==> src/rtl/gates_pkg.sv <==
// Shared types and constants for the gate-unit sequencer and its golden model.
package gates_pkg;

  // Sweep controller states
  typedef enum logic [1:0] {
    StIdle,
    StDrive,
    StCheck,
    StDone
  } state_e;

  localparam int unsigned NUM_COMBOS = 4;
  localparam int unsigned Y_W        = 3;

  // Bit positions of each gate output inside y
  localparam int unsigned Y_AND = 2;
  localparam int unsigned Y_OR  = 1;
  localparam int unsigned Y_NOT = 0;

endpackage

==> src/rtl/gates_expect.sv <==
// Golden model of the 3-output gate unit: combo = {a,b} -> {AND, OR, NOT a}.
module gates_expect
  import gates_pkg::*;
(
  input  logic [1:0]     combo,
  output logic [Y_W-1:0] exp
);

  // Truth table of the healthy gate unit
  always_comb begin
    exp        = '0;
    exp[Y_AND] = combo[1] & combo[0];
    exp[Y_OR]  = combo[1] | combo[0];
    exp[Y_NOT] = ~combo[1];
  end

endmodule

==> src/rtl/gates_test_sequencer.sv <==
// Self-checking sweep of all four {a,b} input combinations through an external gate unit.
// Each combination is held for HOLD settle cycles, then y_in is compared to the golden model.
module gates_test_sequencer
  import gates_pkg::*;
#(
  parameter int unsigned HOLD = 4  // settle cycles per combination, 1..15
) (
  input  logic           clk,
  input  logic           rst,
  input  logic           start,
  input  logic [Y_W-1:0] y_in,
  output logic           a,
  output logic           b,
  output logic           busy,
  output logic           done,
  output logic           pass,
  output logic [2:0]     err_count,
  output logic [3:0]     fail_vec
);

  localparam int unsigned    HcW      = $clog2(HOLD + 1);
  localparam logic [HcW-1:0] HoldLast = HcW'(HOLD - 1);
  localparam logic [1:0]     LastCombo = 2'(NUM_COMBOS - 1);

  state_e         state_q;
  logic [1:0]     combo_q;
  logic [HcW-1:0] hold_cnt_q;
  logic           a_q, b_q, busy_q, done_q, pass_q;
  logic [2:0]     err_count_q;
  logic [3:0]     fail_vec_q;

  logic [Y_W-1:0] exp_y;
  logic           mismatch;
  logic [1:0]     combo_nxt;

  gates_expect u_expect (
    .combo (combo_q),
    .exp   (exp_y)
  );

  assign mismatch  = (y_in != exp_y);
  assign combo_nxt = combo_q + 2'd1;

  // Sweep FSM; every output is a register updated alongside the state
  always_ff @(posedge clk) begin
    if (rst) begin
      state_q     <= StIdle;
      combo_q     <= '0;
      hold_cnt_q  <= '0;
      a_q         <= 1'b0;
      b_q         <= 1'b0;
      busy_q      <= 1'b0;
      done_q      <= 1'b0;
      pass_q      <= 1'b0;
      err_count_q <= '0;
      fail_vec_q  <= '0;
    end else begin
      done_q <= 1'b0;
      unique case (state_q)
        StIdle: begin
          // Results from the previous sweep hold here until a new start
          if (start) begin
            state_q     <= StDrive;
            combo_q     <= '0;
            hold_cnt_q  <= '0;
            err_count_q <= '0;
            fail_vec_q  <= '0;
            pass_q      <= 1'b0;
            busy_q      <= 1'b1;
            a_q         <= 1'b0;
            b_q         <= 1'b0;
          end
        end
        StDrive: begin
          hold_cnt_q <= hold_cnt_q + 1'b1;
          if (hold_cnt_q == HoldLast) begin
            state_q <= StCheck;
          end
        end
        StCheck: begin
          if (mismatch) begin
            err_count_q         <= err_count_q + 3'd1;
            fail_vec_q[combo_q] <= 1'b1;
          end
          if (combo_q == LastCombo) begin
            state_q <= StDone;
            done_q  <= 1'b1;
            busy_q  <= 1'b0;
            a_q     <= 1'b0;
            b_q     <= 1'b0;
            // Include a mismatch found in this final check
            pass_q  <= (err_count_q == 3'd0) && !mismatch;
          end else begin
            state_q    <= StDrive;
            combo_q    <= combo_nxt;
            hold_cnt_q <= '0;
            a_q        <= combo_nxt[1];
            b_q        <= combo_nxt[0];
          end
        end
        StDone: begin
          state_q <= StIdle;
        end
        default: begin
          state_q <= StIdle;
        end
      endcase
    end
  end

  assign a         = a_q;
  assign b         = b_q;
  assign busy      = busy_q;
  assign done      = done_q;
  assign pass      = pass_q;
  assign err_count = err_count_q;
  assign fail_vec  = fail_vec_q;

endmodule

==> config.mk <==
export PLATFORM = sky130hd
export DESIGN_NAME = gates_test_sequencer
export DESIGN_NICKNAME = d
export VERILOG_FILES = /design/src/rtl/gates_pkg.sv /design/src/rtl/gates_expect.sv /design/src/rtl/gates_test_sequencer.sv
export SDC_FILE = /design/constraint.sdc
export NUM_CORES = 1
export LEC_CHECK = 0
export ABC_AREA = 1
export CAP_MARGIN = 40
export CORE_MARGIN = 2
export CORE_UTILIZATION = 50
export CTS_CLUSTER_SIZE = 12
export DETAILED_ROUTE_END_ITERATION = 8
export DONT_BUFFER_PORTS = 1
export PLACE_DENSITY = 0.71
export SKIP_LAST_GASP = 1
export SLEW_MARGIN = 20
export SYNTH_ARGS = -nofsm -noshare
export SYNTH_HDL_FRONTEND = slang
export SYNTH_HIERARCHICAL = 1
export SYNTH_SLANG_ARGS = --single-unit
==> constraint.sdc <==
create_clock -name clk -period 1.6 [get_ports clk]
set_input_delay 0.24 -clock clk [delete_from_list [all_inputs] [get_ports clk]]
set_output_delay 0.24 -clock clk [all_outputs]
set_load 0.01 [all_outputs]
==> out/results.ini <==
[worst_setup_path]
cp-end-kind=flip-flop
startpoint_type=flip-flop
arrival_ns=1.63
worstPathRequired_ns=1.85
timing.rr.start=combo_q[0]$_SDFFE_PP0P_
cp-startpoint=combo_q[0]$_SDFFE_PP0P_
path_max_fanout=9
crit_type=reg -> reg

[routing]
firstDrtPassIters=4
wirelength_mm=1.84
drt_iter0_drc=6
ant_nets=0
vias=807
drc_errors=0
routedWlPerCell_um=11.1
viasPerCell=4.86

[pwr]
swShare_pct=31.2
seq_power_share_pct=56.6
ir_drop_uv=406
p_leak_uw=0.000463
p_switching_uw=293
power.density_nw_per_um2=902
pwr-share-clk_pct=26.8
power.total_uw=939
internal-power_uw=646
comb_power_share_pct=16.6

[placement]
dp_hpwl_mm=1.41
place_area_sq_um=1000
gp_congestion=0.774
portBuffers=0

[cts]
clk-insertion-delay-late_ns=0.31
post_cts_buffers=0
clk_pin_slew_ns=0.12
numClockSinks=19
hold_buffers=1
cts_root_buffer=clkbuf_4
h-tree-depth=1
cts_resized=0
cts_tree=built
clock_path_buffers=2
cts_buffers=3

[grt]
grt_pass1_vias=763
grt_usage_pct=16.5
grt_first_pass_wirelength_mm=3.05
antenna_found_initial=0
grt_max_degree=13
grt_overflow=0

[sta]
min_period_ns=1.38
worstMarginPinSlew_ns=0.422
grt_setup_unrepaired=no
tns_ns=0
final.period_utilization_pct=85.9
drv_slew=0
hold_viol=0
fin_skew_ns=0.0123
slew_headroom_pct=71.8
setup_viol=0
fmax_mhz=727
hold_ws_ns=0.0964

[synth]
syn_nets=150
syn_area_sq_um=985
yosys-top-cells-area=dfxtp_1 39%, nand2_1 11%, ha_1 10%, inv_1 9.9%, a21oi_1 8.1%
yosysSeqAreaShare_pct=38.6
yosys.area.top_type_share_pct=38.6
syn_area_per_cell_sq_um=7.24
synth-warning-count=6
synth_seq_cells=19
synth_top_area_cell=dfxtp_1
synth_cell_types=20
synthCells=136

[layout]
antenna_cells=0
layout_commonest_cell=nand2_1
final_cell_area_sq_um=1040
fill_cells=192
layout_common_cells=29 x nand2_1, 26 x inv_1, 19 x dfxtp_1, 16 x a21oi_1, 11 x nand3_1
nets=154
drive_gt1_share_pct=9.35
syn2layout_area_growth_pct=5.72

[floorplan]
row_count=16
die_w_um=48.4
core-area_sq_um=1900
boundaryPins=18
dieArea_sq_um=2340
die_h_um=48.4
initial_core_util_pct=51.8

[run]
cap_viol_max_count=0

[min_path]
hp-start=rst
hp-class=in -> reg

[run_status]
status=complete, no violations

synthesized netlist by cell type:
library cell / n
o211ai_1: 1
a211oi_1: 1
xnor2_1: 1
nor2_4: 2
or2_0: 1
nand3_1: 11
nand2_1: 29
nor3_1: 1
o21a_1: 1
nand2_2: 4
ha_1: 8
nand2_4: 1
o21ai_0: 1
a21oi_1: 16
buf_6: 1
inv_1: 26
dfxtp_1: 19
inv_2: 2
nor2_1: 9
clkbuf_1: 1
through the flow:
stage | instances | setup slack (ns) | util (%)
floorplan | 136 | 0.388 | -
global placement | 161 | 0.251 | 52.8
detailed placement | 161 | 0.218 | 52.8
CTS | 166 | 0.201 | 54.7
global route | 166 | 0.0575 | 54.7
finish | 166 | 0.225 | 54.7
power groups by stage:
stage | clock network [uW] | logic (uW) | registers, uW
6_report | 252 | 156 | 531
5_1_grt | 278 | 178 | 534
4_1_cts | 261 | 156 | 531
3_5_place_dp | 0 | 149 | 542
3_3_place_gp | 0 | 144 | 541
2_1_floorplan | 0 | 135 | 536
path summary, 6_finish.rpt:
path / endpoint / slack, ns / depth (start not counted)
setup / recovery: err_count[0]$_SDFFE_PP0P_ / 0.22 / 10
hold reg to reg: hold_cnt_q[2]$_SDFFE_PP0P_ / 0.48 / 2
setup reg to reg: err_count[0]$_SDFFE_PP0P_ / 0.22 / 10
hold / removal: err_count[1]$_SDFFE_PP0P_ / 0.1 / 3
flip-flops by register name (all words and copies together) (netlist names):
name,cells
hold_cnt_q,3
done,1
state_q,2
busy,1
b,1
fail_vec,4
a,1
pass,1
err_count,3
combo_q,2
cells by family after synthesis:
| group | count (synthesis) | share of synthesized area (%) |
|---|---|---|
| compound gates | 20 | 10.9 |
| fa+ha+maj | 8 | 10.2 |
| simple gates | 58 | 27.2 |
| xor+xnor | 1 | 0.890 |
| flops | 19 | 38.6 |
| buf+inv | 30 | 12.2 |
area by class of cell:
class                   instances  area (sq um)  share of cell area, %
flip-flops and latches         19           380                   36.5
inverters                      28           105                   10.1
clock buffers                   3          22.5                   2.16
multi-input cells              87           484                   46.5
repair buffers                  1          10.0                  0.962
well taps                      27          33.8                   3.25
clock inverters                 1          5.00                  0.481
critical path, cell delays in order, from the launching register on:
cell     delay (ns)
dfxtp_1        0.45
nand2_1        0.07
inv_1          0.07
inv_1          0.04
nand2_1        0.04
nand2_1        0.05
nor2_1         0.24
nand2_4        0.13
nand2_2        0.08
nand2_1        0.05
a21oi_1        0.11
layer usage:
metal  wire length, um  GRT usage (%)  vias up  part of all wire (%)
li1                  -              -      424                     -
met1               849           19.0      367                    46
met2               901           28.9       14                    49
met3                74           4.32        2                   4.0
met4                14           7.14        0                  0.76
met5                 0              0        -                     0
Note: power is estimated with default switching activity, not from simulation.
